`src/rtl/hbm_bringup_seq.sv`:
```
// hbm_bringup_seq: multi-channel HBM bring-up and health sequencer.
// Orders the IOPLL, NoC and AXI reset releases. Waits for a stable PLL lock and then for
// per-channel calibration, with a timeout and a bounded number of retries. Once running,
// it supervises lock loss and catastrophic trips and latches faults.
//
// Ports:
//   clk100_in_clk            sole clock
//   sys_reset_in_reset       synchronous active-high reset
//   iopll_locked_export      IOPLL lock indication
//   hbm_fp_cattrip_i_conduit per-channel catastrophic trip
//   hbm_fp_temp_i_conduit    per-channel 3-bit temperature code, channel i at [3i+2:3i]
//   hbm_local_cal_success    per-channel calibration success
//   hbm_local_cal_fail       per-channel calibration fail
//   iopll_reset_reset        IOPLL reset request (PLL_RST, FAULT)
//   noc_reset_out_reset      NoC reset (low from NOC_REL through RUN)
//   axi_reset_out_reset      AXI user reset (low only in RUN)
//   hbm_ready / hbm_fault    in RUN / in FAULT
//   seq_state                current state code
//   retry_cnt                retries used
//   err_flags                sticky {cattrip, lock_lost, wait_timeout, cal_fail}
//   throttle                 per-channel over-temperature throttle with hysteresis
//   max_temp                 highest temperature code seen since reset
module hbm_bringup_seq #(
    parameter int unsigned NUM_CH           = 2,
    parameter int unsigned PLL_RST_CYC      = 8,
    parameter int unsigned LOCK_STABLE_CYC  = 16,
    parameter int unsigned NOC_DLY_CYC      = 4,
    parameter int unsigned WAIT_TIMEOUT_CYC = 65536,
    parameter int unsigned MAX_RETRY        = 2,
    parameter int unsigned TEMP_HOT         = 5
) (
    input  logic                  clk100_in_clk,
    input  logic                  sys_reset_in_reset,
    input  logic                  iopll_locked_export,
    input  logic [NUM_CH-1:0]     hbm_fp_cattrip_i_conduit,
    input  logic [3*NUM_CH-1:0]   hbm_fp_temp_i_conduit,
    input  logic [NUM_CH-1:0]     hbm_local_cal_success,
    input  logic [NUM_CH-1:0]     hbm_local_cal_fail,
    output logic                  iopll_reset_reset,
    output logic                  noc_reset_out_reset,
    output logic                  axi_reset_out_reset,
    output logic                  hbm_ready,
    output logic                  hbm_fault,
    output logic [2:0]            seq_state,
    output logic [1:0]            retry_cnt,
    output logic [3:0]            err_flags,
    output logic [NUM_CH-1:0]     throttle,
    output logic [2:0]            max_temp
);

    localparam int unsigned MaxA   = (PLL_RST_CYC > NOC_DLY_CYC) ? PLL_RST_CYC : NOC_DLY_CYC;
    localparam int unsigned MaxB   = (WAIT_TIMEOUT_CYC > LOCK_STABLE_CYC) ?
                                     WAIT_TIMEOUT_CYC : LOCK_STABLE_CYC;
    localparam int unsigned MaxCyc = (MaxA > MaxB) ? MaxA : MaxB;
    localparam int unsigned CntW   = $clog2(MaxCyc + 1);
    localparam int unsigned StbW   = $clog2(LOCK_STABLE_CYC + 1);

    // The down-counter holds "cycles left after this one", so load N-1 for an N-cycle stay.
    localparam logic [CntW-1:0] PllLoad = CntW'((PLL_RST_CYC > 1) ? PLL_RST_CYC - 1 : 0);
    localparam logic [CntW-1:0] NocLoad = CntW'((NOC_DLY_CYC > 1) ? NOC_DLY_CYC - 1 : 0);
    localparam logic [CntW-1:0] TmoLoad =
        CntW'((WAIT_TIMEOUT_CYC > 1) ? WAIT_TIMEOUT_CYC - 1 : 0);
    localparam logic [StbW-1:0] StableTgt = StbW'(LOCK_STABLE_CYC);
    localparam logic [1:0]      MaxRetry  = 2'(MAX_RETRY);
    localparam logic [2:0]      HotCode   = 3'(TEMP_HOT);

    typedef enum logic [2:0] {
        StPllRst   = 3'd0,
        StWaitLock = 3'd1,
        StNocRel   = 3'd2,
        StWaitCal  = 3'd3,
        StAxiRel   = 3'd4,
        StRun      = 3'd5,
        StFault    = 3'd6
    } state_e;

    state_e              state_q, state_d;
    logic [CntW-1:0]     cnt_q, cnt_d;
    logic [StbW-1:0]     stable_q, stable_d;
    logic [NUM_CH-1:0]   mask_q, mask_d;
    logic [1:0]          retry_q, retry_d;
    logic [3:0]          err_q, err_d;
    logic [NUM_CH-1:0]   thr_q, thr_d;
    logic [2:0]          max_q, max_d;
    logic                retry_req;
    logic [3:0]          retry_cause;
    logic [2:0]          temp_ch;

    function automatic logic [CntW-1:0] load_for(state_e s);
        case (s)
            StPllRst:              return PllLoad;
            StWaitLock, StWaitCal: return TmoLoad;
            StNocRel:              return NocLoad;
            default:               return '0;
        endcase
    endfunction

    always_comb begin
        state_d     = state_q;
        retry_d     = retry_q;
        err_d       = err_q;
        stable_d    = '0;
        mask_d      = '0;
        retry_req   = 1'b0;
        retry_cause = 4'b0000;

        unique case (state_q)
            StPllRst: begin
                if (cnt_q == '0) state_d = StWaitLock;
            end
            StWaitLock: begin
                if (iopll_locked_export) begin
                    stable_d = (stable_q == StableTgt) ? stable_q : stable_q + StbW'(1);
                end
                if (stable_d == StableTgt) begin
                    state_d = StNocRel;
                end else if (cnt_q == '0) begin
                    retry_req   = 1'b1;
                    retry_cause = 4'b0010;
                end
            end
            StNocRel: begin
                if (cnt_q == '0) state_d = StWaitCal;
            end
            StWaitCal: begin
                mask_d = mask_q | hbm_local_cal_success;
                // A fail beats a mask that completes in the same cycle.
                if (|hbm_local_cal_fail) begin
                    retry_req   = 1'b1;
                    retry_cause = 4'b0001;
                end else if (&mask_d) begin
                    state_d = StAxiRel;
                end else if (cnt_q == '0) begin
                    retry_req   = 1'b1;
                    retry_cause = 4'b0010;
                end
            end
            StAxiRel: state_d = StRun;
            StRun: begin
                if (!iopll_locked_export) begin
                    retry_req   = 1'b1;
                    retry_cause = 4'b0100;
                end
            end
            StFault: ;
            default: state_d = StFault;
        endcase

        if (retry_req) begin
            err_d = err_q | retry_cause;
            if (retry_q < MaxRetry) begin
                retry_d = retry_q + 2'd1;
                state_d = StPllRst;
            end else begin
                state_d = StFault;
            end
        end

        // Cattrip overrides any same-cycle retry or progress, including its flag and count.
        if ((|hbm_fp_cattrip_i_conduit) && (state_q != StFault)) begin
            state_d = StFault;
            retry_d = retry_q;
            err_d   = err_q | 4'b1000;
        end
    end

    always_comb begin
        if (state_d != state_q) begin
            cnt_d = load_for(state_d);
        end else begin
            cnt_d = (cnt_q == '0) ? cnt_q : cnt_q - CntW'(1);
        end
    end

    always_comb begin
        thr_d   = thr_q;
        max_d   = max_q;
        temp_ch = '0;
        for (int i = 0; i < NUM_CH; i++) begin
            temp_ch = hbm_fp_temp_i_conduit[3*i +: 3];
            if (temp_ch >= HotCode) begin
                thr_d[i] = 1'b1;
            end else if ((HotCode >= 3'd2) && (temp_ch <= HotCode - 3'd2)) begin
                thr_d[i] = 1'b0;
            end
            if (temp_ch > max_d) max_d = temp_ch;
        end
    end

    always_ff @(posedge clk100_in_clk) begin
        if (sys_reset_in_reset) begin
            state_q             <= StPllRst;
            // Reset is an entry into PLL_RST, so the counter starts at its full hold time.
            cnt_q               <= PllLoad;
            stable_q            <= '0;
            mask_q              <= '0;
            retry_q             <= '0;
            err_q               <= '0;
            thr_q               <= '0;
            max_q               <= '0;
            iopll_reset_reset   <= 1'b1;
            noc_reset_out_reset <= 1'b1;
            axi_reset_out_reset <= 1'b1;
            hbm_ready           <= 1'b0;
            hbm_fault           <= 1'b0;
        end else begin
            state_q             <= state_d;
            cnt_q               <= cnt_d;
            stable_q            <= stable_d;
            mask_q              <= mask_d;
            retry_q             <= retry_d;
            err_q               <= err_d;
            thr_q               <= thr_d;
            max_q               <= max_d;
            iopll_reset_reset   <= (state_d == StPllRst) || (state_d == StFault);
            noc_reset_out_reset <= !(state_d inside {StNocRel, StWaitCal, StAxiRel, StRun});
            axi_reset_out_reset <= (state_d != StRun);
            hbm_ready           <= (state_d == StRun);
            hbm_fault           <= (state_d == StFault);
        end
    end

    assign seq_state = state_q;
    assign retry_cnt = retry_q;
    assign err_flags = err_q;
    assign throttle  = thr_q;
    assign max_temp  = max_q;

endmodule

```
`config.mk`:
```
export PLATFORM = sky130hd
export DESIGN_NAME = hbm_bringup_seq
export DESIGN_NICKNAME = d
export VERILOG_FILES = /design/src/rtl/hbm_bringup_seq.sv
export SDC_FILE = /design/constraint.sdc
export NUM_CORES = 1
export LEC_CHECK = 0
export ABC_AREA = 1
export CORE_MARGIN = 1.5
export CORE_UTILIZATION = 59
export DETAILED_ROUTE_END_ITERATION = 8
export MAX_ROUTING_LAYER = met4
export PLACE_DENSITY = 0.85
export REMOVE_ABC_BUFFERS = 1
export SLEW_MARGIN = 15
export SYNTH_ARGS = -nofsm -noshare
export SYNTH_HDL_FRONTEND = slang
export SYNTH_SLANG_ARGS = --single-unit
```
`constraint.sdc`:
```
create_clock -name clk100_in_clk -period 4.58 [get_ports clk100_in_clk]
set_input_delay 0.687 -clock clk100_in_clk [delete_from_list [all_inputs] [get_ports clk100_in_clk]]
set_output_delay 0.687 -clock clk100_in_clk [all_outputs]
set_load 0.02 [all_outputs]
```
# Word-level counts from Yosys, hierarchy flattened

Cells that the tools add are included.

Output and inout port bits: 19
Register bits: 43
Input port bits: 15
Word-level logic and storage cells: 102

Reduce and logical (&&, ||, !) cells: 19
Muxes and demuxes: 35
Bitwise gates (word level): 5
$add $sub $neg: 3
Eq/ne operators: 18
Order comparisons: 7

Operators by type and width:

| kind                                                           | count |
|---|---|
| case mux 16 bit (3 select lines)                               | 1 |
| two-way mux 17 bit                                             | 2 |
| two-way mux 3 bit                                              | 11 |
| equality test 3 bit, second input constant                     | 6 |
| case mux 3 bit (6 select lines)                                | 1 |
| zero test 17 bit                                               | 1 |
| subtractor 17 x 1 -> 17 bit, second input constant             | 1 |
| two-way mux 5 bit                                              | 3 |
| equality test 3 x 2 -> 1 bit, second input constant            | 4 |
| OR reduction 2 bit                                             | 6 |
| equality test 5 bit, second input constant                     | 2 |
| two-way mux 1 bit                                              | 9 |
| case mux 3 bit (3 select lines)                                | 1 |
| two-way mux 2 bit                                              | 4 |
| two-way mux 4 bit                                              | 2 |
| equality test 3 x 1 -> 1 bit, second input constant            | 2 |
| greater-or-equal comparator 3 bit, second input constant       | 2 |
| greater-than comparator 3 bit                                  | 2 |
| less-or-equal comparator 3 x 2 -> 1 bit, second input constant | 2 |
| zero test 3 bit                                                | 2 |
| != test 3 bit, second input constant                           | 2 |
| nonzero test 2 bit                                             | 3 |
| adder 5 x 1 -> 5 bit, second input constant                    | 1 |
| OR 4 bit                                                       | 1 |
| other kinds (13)                                               | 16 |

# Depth between registers and ports, before layout

Gate-level depths: netlist of the first run.

Depth after elaboration: 13
Depth in mapped cells: 22
Depth with buffers taken out: 21

# Worst setup path before layout of the first run

OpenSTA, ideal clock, no wires.

Path kind: input -> register
Start point: in hbm_fp_temp_i_conduit[2]
End point: reg max_q[0] (netlist: max_temp[0])
Library setup time: 0.110 ns
Slack: 2.149 ns
Required time: 4.470 ns
Cell stages on the path: 14
Arrival: 2.321 ns
Buffers on the path: 0
Path through: ha_1 nand2_1 o21ai_0 nand2_1 nand2_1 o21ai_0 ha_1 nand2_1 o21ai_0 nand2_1 nand2_1 o21ai_0 nand2_1 inv_1

Word-level cells in the longest chain between the ends: 4

Ends and longest elaborated chain:

| element                       | line | RTL |
|---|---|---|
| start, declared               | 36   | `input logic [3*NUM_CH-1:0] hbm_fp_temp_i_conduit,` |
| greater-than comparator 3 bit | 186  | `if (temp_ch > max_d) max_d = temp_ch;` |
| two-way mux 3 bit (*)         | 186  |  |
| greater-than comparator 3 bit | 186  |  |
| two-way mux 3 bit (*)         | 186  |  |
| end signal, assigned          | 214  | `max_q <= max_d;` |
| end, declared                 | 84   | `logic [2:0] max_q, max_d;` |

Every way passes the cells marked *; elsewhere a longest branch is shown, timed or not.
A chain may end at the register's enable or synchronous reset.

# Worst setup path in the final report of the first run

Start point: in hbm_fp_temp_i_conduit[1]
End point: reg max_q[0] (netlist: max_temp[0])

The elaborated chain is that of the path after synthesis.

==> results of run 1 <==
-- state kept, by name, summed over array words and instances (netlist names), 2 cells and up --
signal and cells:
cnt_q 17, err_flags 4, mask_q 2, max_temp 3, retry_cnt 2, seq_state 3, stable_q 5, throttle 2
-- final cells by class --
type / instances / area (um^2)
Clock buffer: 6 / 82.6
Clock inverter: 2 / 35.0
Fill cell: 336 / 1060
Inverter: 44 / 165
Multi-Input combinational cell: 263 / 1430
Sequential cell: 43 / 861
Tap cell: 50 / 62.6
Timing Repair Buffer: 34 / 338
-- kinds of logic (layout without fill, tap and decap cells) --
group / Yosys count / in the layout
AOI/OAI and AO/OA: 32 / 32
xor gates and xnor gates: 14 / 14
adders and majority gates: 10 / 10
buffers and inverters: 50 / 86
DFF: 43 / 43
and+or+nand+nor: 207 / 207
-- layer usage --
layer	vias up	GRT usage (%)	share of wire [%]
met4	0	9.75	1.3
met5	-	-	0
met1	1029	30.7	48
met2	37	44.4	48
li1	1203	-	-
met3	8	4.11	3.0
-- stage by stage --
stage               cell area, um^2  utilization (%)  setup WS (ns)  std cells
CTS                            2970             73.8           1.73        442
global placement               2860             70.9           1.52        434
detailed placement             2860             70.9           1.44        434
global route                   2970             73.8           1.50        442
floorplan                      2450                -           2.15        350
finish                         2970             73.8           1.72        442
-- how the worst min path moves through the flow --
| stage | start | endpoint | slack (ns) |
|---|---|---|---|
| detailed placement | err_flags[3] | err_flags[3] | 0.45 |
| CTS | err_flags[3] | err_flags[3] | 0.46 |
| global route | err_flags[3] | err_flags[3] | 0.47 |
| floorplan | mask_q[1] | mask_q[1] | 0.43 |
| finish | err_flags[3] | err_flags[3] | 0.47 |
| global placement | err_flags[3] | err_flags[3] | 0.45 |
-- cells in the final DEF, fill, tap and decap left out, drive strengths merged --
cell,instances
nor2,53
nand3b,1
a21oi,9
o32ai,1
nand4,6
nor4,1
o21ai,13
nand3,23
o311a,1
clkdlybuf4s50,33
inv,44
o21a,3
nand2,109
o211ai,1
a31oi,1
ha,10
o31ai,1
clkbuf,6
dfxtp,43
buf,1
xor2,11
o22ai,1
clkinv,1
xnor2,3
bufinv,1
nor3,14
o311ai,1
-- critical path, cell delays in order --
cell             delay [ns]
clkdlybuf4s50_1        0.46
ha_1                   0.33
nand2_1                0.06
o21ai_0                0.25
nand2_1                0.16
nand2_1                0.08
o21ai_0                0.11
ha_1                   0.32
nand2_1                0.05
o21ai_0                0.14
nand2_1                0.15
nand2_1                0.09
o21ai_0                0.07
nand2_1                0.06
inv_1                  0.04
-- report_power, final --
part | internal [mW] | switching [mW] | total, mW
clock | 0.176 | 0.131 | 0.307
sequential | 0.401 | 0.0224 | 0.423
combinational | 0.126 | 0.194 | 0.320
==> results.txt, run 1 <==
----------------------------------------------------
[Status]
  Outcome ... complete, no violations

[Worst setup path]
  Crit path DAT ... 3.06 ns
  Kind of critical path ... in -> reg
  Timing endpoint of the critical path ... max_temp[0]
  Worst-path fanout max ... 6
  Startpoint type of the worst setup path ... primary input
  Slack of the worst reg-to-reg path ... 2.01 ns
  Worst endpoint required time ... 4.78 ns
  Crit Reg-Reg Endpoint ... cnt_q[7]
  Worst setup path startpoint ... hbm_fp_temp_i_conduit[1]
  Reg2reg start ... cnt_q[0]
  Number of cell instances on the worst register-to-register path ... 17
  Kind of capture point of the worst setup path ... register

[Clocking]
  Clock buffers created by TritonCTS ... 5
  Number of sinks handled by clock tree synthesis ... 43
  Clock network latency to the later pin of the worst-skew pair ... 0.31 ns
  Count of H-tree levels built during CTS ... 2
  Clock input transition at the sequential cells of the worst setup and hold paths ... 0.08 ns
  Clock root buffer ... clkbuf_8
  Post-CTS Repair Setup Buffers ... 0
  Number of buffers on the longest clock path ... 2
  Clock tree from TritonCTS ... done
  Hold buffer count at cts ... 0
  Post-CTS sizing ... 0

[Logic synthesis]
  Share of the synthesized netlist area taken by xor and xnor gates ... 4.92%
  Simple-gate area share of the yosys netlist ... 39.0%
  Gate count of the mapped netlist ... 356
  Share of the synthesized area in compound gates (AO/OA/AOI/OAI) ... 8.44%
  Largest family of logic cells by synthesized area ... simple AND/OR/NAND/NOR gates
  Synth Cell Area ... 2490 um^2
  Predominant post-synthesis flop cell ... dfxtp_1
  Number of synthesized flops with an enable pin ... 0
  Top post-synthesis cells by area ... dfxtp_1 35%, nand2_1 15%, nor2_1 6.9%
  Async S/R FF share, synth ... 0%
  Number of synthesized register bits ... 43
  Mux cell area share after synthesis ... 0%
  Largest area contributor in the synthesized netlist ... dfxtp_1
  Top cell type's share of synthesized area ... 34.6%
  Sequential-to-total area share from yosys stat ... 34.6%
  Top cells by instance count after synthesis ... 100 x nand2_1, 46 x nor2_1, 43 x dfxtp_1
  Synthesis Warnings ... 0
  Mean Syn Cell Area ... 6.99 um^2
  Count of unique library cells instantiated by Yosys ... 37
  Post-Synth Adder-Cell Area ... 5.03%
  Library cell with the highest instance count after synthesis ... nand2_1

[STA]
  Achievable frequency ... 350 MHz
  Tightest Pin Transition ... 0.553 ns
  Final count of hold timing violations ... 0
  Setup repair after global routing missed its margin ... no
  Slew Viols, Final ... 0
  Worst hold margin ... 0.466 ns
  Clock tree skew after final layout ... 0.0152 ns
  Total Negative Setup Slacks ... 0 ns
  Tightest slew margin relative to the limit ... 63.1%
  Final setup violation count ... 0
  Shortest clock period the worst path allows after layout ... 2.86 ns
  Final cycle utilization of the critical path ... 62.3%

[Floorplanning]
  Ports ... 34
  Total number of placement rows ... 23
  Starting Density ... 61.8%
  Y dimension of the die ... 68.0 um
  Floorplan Core Area ... 4030 um^2
  Die area ... 4620 um^2
  X dimension of the die ... 68.0 um

[Detailed routing]
  Detailed Route WL ... 5.28 mm
  Routed wirelength normalized by instance count ... 11.9 um
  Antenna-violating nets left ... 0
  Post-detailed-route via-to-cell ratio ... 5.15
  DRC violation total after the first TritonRoute iteration ... 139
  Total via count in the routed design ... 2277
  Count of TritonRoute iterations in the first routing pass ... 4
  Remaining routing DRC violations ... 0

[Run]
  Number of maximum-capacitance violations ... 0

[Power]
  Worst IR Drop VDD ... 0.238 mV
  Final total power ... 1.05 mW
  Pwr/cell area ... 353 nW/um^2
  Leakage power ... 1.42 nW

[GRT]
  Initial antenna violation count ... 0
  Wire length of the first global-routing pass ... 9.01 mm
  Vias in the first global route ... 2187
  Total grt overflow ... 0
  Maximum number of pins on one net before global-route repair ... 21
  Total routing resource utilization after global routing ... 26.0%

[Layout]
  P&R area growth vs syn ... 19.4%
  Ant diodes ... 0
  Layout cell share with drive strength beyond 1 ... 11.5%
  Post-layout nets ... 416

[Worst hold path]
  Class of the tightest hold or removal check ... reg -> reg
  WHS Path Cells ... 2

[Placed design]
  Number of input and output port buffers inserted ... 33
  Post-detailed-placement half-perimeter wirelength ... 3.83 mm
  Last weighted congestion value of the routability-driven placer ... 0.904

----------------------------------------------------
(Power assumes the default switching activity.)
==> run 2, diff against run 1 <==
- CORE_UTILIZATION: 59 -> 49
- PLACE_DENSITY: 0.85 -> 0.75
- clock period: 4.58 -> 2.6 ns (I/O delays scaled with it)
==> results.txt, run 2 (same netlist as run 1, synthesis figures left out) <==
----------------------------------------------------
[STA]
  Shortest clock period the worst path allows after layout ... 2.35 ns
  Final count of hold timing violations ... 0 (unchanged)
  Tightest slew margin relative to the limit ... 66.3% (+3.2 points)
  Setup repair after global routing missed its margin ... no
  Worst hold margin ... 0.461 ns (-0.00480 ns)
  Clock tree skew after final layout ... 0.00459 ns (-0.0106 ns)
  Final setup violation count ... 0 (unchanged)
  Tightest Pin Transition ... 0.502 ns (-0.0520 ns)
  Slew Viols, Final ... 0 (unchanged)
  Achievable frequency ... 425 MHz
  Final cycle utilization of the critical path ... 90.6%

[Worst setup path]
  Worst endpoint required time ... 2.79 ns (-1.99 ns)
  Slack of the worst reg-to-reg path ... 0.26 ns (-1.75 ns)
  Kind of capture point of the worst setup path ... register
  Critical-path cell with the highest stage delay ... clkdlybuf4s50_1
  Bufs and invs on worst path ... 2 (unchanged)
  CP most frequent cell ... nand2_1
  Worst-path fanout max ... 6 (unchanged)
  Largest stage delay on the critical path ... 0.43 ns (-0.03 ns)
  Kind of critical path ... in -> reg
  Crit-path cells ... clkdlybuf4s50_1 -> ha_1 -> nand2_1 -> o21ai_2 -> nand2_2 -> nand2_1 -> o21ai_0 -> ha_1 -> nand2_1 -> o21ai_0 -> nand2_1 -> nand2_1 -> o21ai_0 -> nand2_1 -> inv_1
  Cell family with the largest share of critical-path delay ... adder cells
  Crit path DAT ... 2.54 ns (-0.52 ns)
  Startpoint type of the worst setup path ... primary input

[Layout]
  P&R area growth vs syn ... 23.4%
  Commonest cells after routing, fill and taps aside ... 99 x nand2_1, 46 x nor2_1, 42 x dfxtp_1
  Max reg flops ... 17 (unchanged)
  Ant diodes ... 0 (unchanged)
  Most flop-heavy register ... cnt_q
  Filler instances ... 471 (+40%)
  Post-layout instance count excluding filler cells ... 468 (+5.9%)
  Layout cell share with drive strength beyond 1 ... 14.5% (+3.0 points)
  Post-layout nets ... 427 (+2.6%)
  Most frequent standard cell in the layout excluding fill and tap cells ... nand2_1

[Power]
  Cell-internal power ... 1.15 mW (+64%)
  Proportion of power drawn by the clock network ... 21.9% (-7.3 points)
  Portion of total power attributed to combinational logic ... 35.6% (+5.2 points)
  Worst IR Drop VDD ... 0.461 mV (+94%)
  Part of the total power dissipated in sequential elements ... 42.5% (+2.2 points)
  Fraction of power spent switching nets ... 34.2% (+1.2 points)
  Net Sw Power ... 600 uW (+73%)
  Leakage power ... 1.47 nW (+3.4%)
  Pwr/cell area ... 571 nW/um^2 (+62%)

[Floorplanning]
  Y dimension of the die ... 74.3 um (+9.3%)
  Total number of placement rows ... 25 (+8.7%)
  Ports ... 34 (unchanged)
  Floorplan Core Area ... 4820 um^2 (+20%)
  Starting Density ... 51.7% (-10 points)
  X dimension of the die ... 74.3 um (+9.3%)
  Die area ... 5520 um^2 (+19%)

[Detailed routing]
  Total via count in the routed design ... 2308 (+1.4%)
  Wire length on met2 ... 2.45 mm (-2.8%)
  Remaining routing DRC violations ... 0 (unchanged)
  Routed wirelength normalized by instance count ... 11.2 um (-6.0%)
  Antenna-violating nets left ... 0 (unchanged)
  Uppermost signal routing layer after detailed routing ... met4
  Count of TritonRoute iterations in the first routing pass ... 5 (+1)
  DRC violation total after the first TritonRoute iteration ... 131 (-5.8%)
  Met3 layer wire length in the routed design ... 193 um (+23%)
  M1 WL ... 2.56 mm (+1.3%)
  Detailed Route WL ... 5.25 mm (-0.47%)
  Post-detailed-route via-to-cell ratio ... 4.93 (-4.3%)

[Clocking]
  Clock input transition at the sequential cells of the worst setup and hold paths ... 0.07 ns (about the same)
  Number of buffers on the longest clock path ... 2 (unchanged)
  Clock root buffer ... clkbuf_8
  Clock tree from TritonCTS ... done
  Clock network latency to the later pin of the worst-skew pair ... 0.29 ns (-0.02 ns)
  Clock buffers created by TritonCTS ... 5 (unchanged)
  Count of H-tree levels built during CTS ... 2 (unchanged)
  Number of sinks handled by clock tree synthesis ... 43 (unchanged)

[GRT]
  Total grt overflow ... 0 (unchanged)
  Vias in the first global route ... 2193 (+0.27%)
  Maximum number of pins on one net before global-route repair ... 20 (-4.8%)
  Wire length of the first global-routing pass ... 9.11 mm (+1.1%)
  Total routing resource utilization after global routing ... 21.4% (-4.6 points)
  Initial antenna violation count ... 0 (unchanged)

[Run]
  Number of maximum-capacitance violations ... 0 (unchanged)

[Placed design]
  # placed instances ... 462 (+6.5%)
  Post-detailed-placement half-perimeter wirelength ... 3.89 mm (+1.6%)
  Last weighted congestion value of the routability-driven placer ... 0.912 (+0.91%)
  Number of input and output port buffers inserted ... 33 (unchanged)

[Status]
  Outcome ... complete, no violations

[Worst hold path]
  Class of the tightest hold or removal check ... reg -> reg

----------------------------------------------------
-- run 2: power groups by stage --
| stage | clock (mW) | combinational [mW] | sequential [mW] |
|---|---|---|---|
| 2_1_floorplan | 0 | 0.354 | 0.790 |
| 3_3_place_gp | 0 | 0.580 | 0.759 |
| 3_5_place_dp | 0 | 0.597 | 0.760 |
| 4_1_cts | 0.398 | 0.601 | 0.745 |
| 5_1_grt | 0.420 | 0.704 | 0.751 |
| 6_report | 0.385 | 0.624 | 0.746 |
-- run 2: cell type report --
| class | instances | area, um^2 | area share (%) |
|---|---|---|---|
| repair buffers | 45 | 435 | 14.2 |
| clock buffers | 6 | 72.6 | 2.36 |
| well taps | 67 | 83.8 | 2.73 |
| inverters | 44 | 165 | 5.38 |
| multi-input cells | 263 | 1450 | 47.3 |
| flip-flops and latches | 43 | 862 | 28.1 |
-- run 2: routing by layer --
| metal | global-route usage (%) | vias to the layer above |
|---|---|---|
| met4 | 7.27 | 0 |
| met3 | 3.39 | 5 |
| met5 | - | - |
| met2 | 35.8 | 47 |
| met1 | 26.2 | 1032 |
| li1 | - | 1224 |
-- run 2: through the flow --
step | util, % | cell area (um^2) | setup WS [ns] | power, mW | TNS [ns]
CTS | 63.2 | 3040 | 0.100 | 1.74 | 0
global placement | 61.7 | 2970 | -0.100 | 1.34 | -0.268
detailed placement | 61.7 | 2970 | -0.200 | 1.36 | -0.561
finish | 63.8 | 3070 | 0.246 | 1.75 | 0
global route | 63.8 | 3070 | 0.00697 | 1.88 | 0
floorplan | - | 2450 | 0.348 | 1.14 | 0
-- run 2: worst reg2reg max path, cell delays in order (launching register included) --
cell,delay [ns]
dfxtp_1,0.32
inv_1,0.10
ha_1,0.21
nand2_1,0.07
nor3_2,0.14
nand3_2,0.15
nor2_2,0.16
a21oi_2,0.11
nand3_1,0.16
nand3_2,0.13
nand2_2,0.11
nand2_2,0.08
nor2_8,0.10
nand2_2,0.19
nand2_1,0.14
nor2_1,0.05
-- run 2: final timing paths --
kind	from	endpoint	cells past startpoint
max	hbm_fp_temp_i_conduit[1]	max_temp[0]	15
min	mask_q[1]	mask_q[1]	2
max reg2reg	cnt_q[0]	cnt_q[6]	15
min reg2reg	mask_q[1]	mask_q[1]	2
-- run 2: timing repair --
action / in CTS / in global routing
endpoints found under the setup margin: 0 / 6
buffers inserted: 0 / 0
gates resized for setup: 0 / 8
hold buffers: 0 / 0
==> run 3, diff against run 2 <==
==> constraint.sdc (replaced) <==
create_clock -name clk100_in_clk -period 2.6 [get_ports clk100_in_clk]
set_input_delay 0.39 -clock clk100_in_clk [delete_from_list [all_inputs] [get_ports clk100_in_clk]]
set_output_delay 0.39 -clock clk100_in_clk [all_outputs]
set_load 0.005 [all_outputs]
==> results of run 3 <==
The final DEF is identical to that of run 2. Status: complete, no violations.
Main changes from that run: total power 1.75 mW -> 1.72 mW
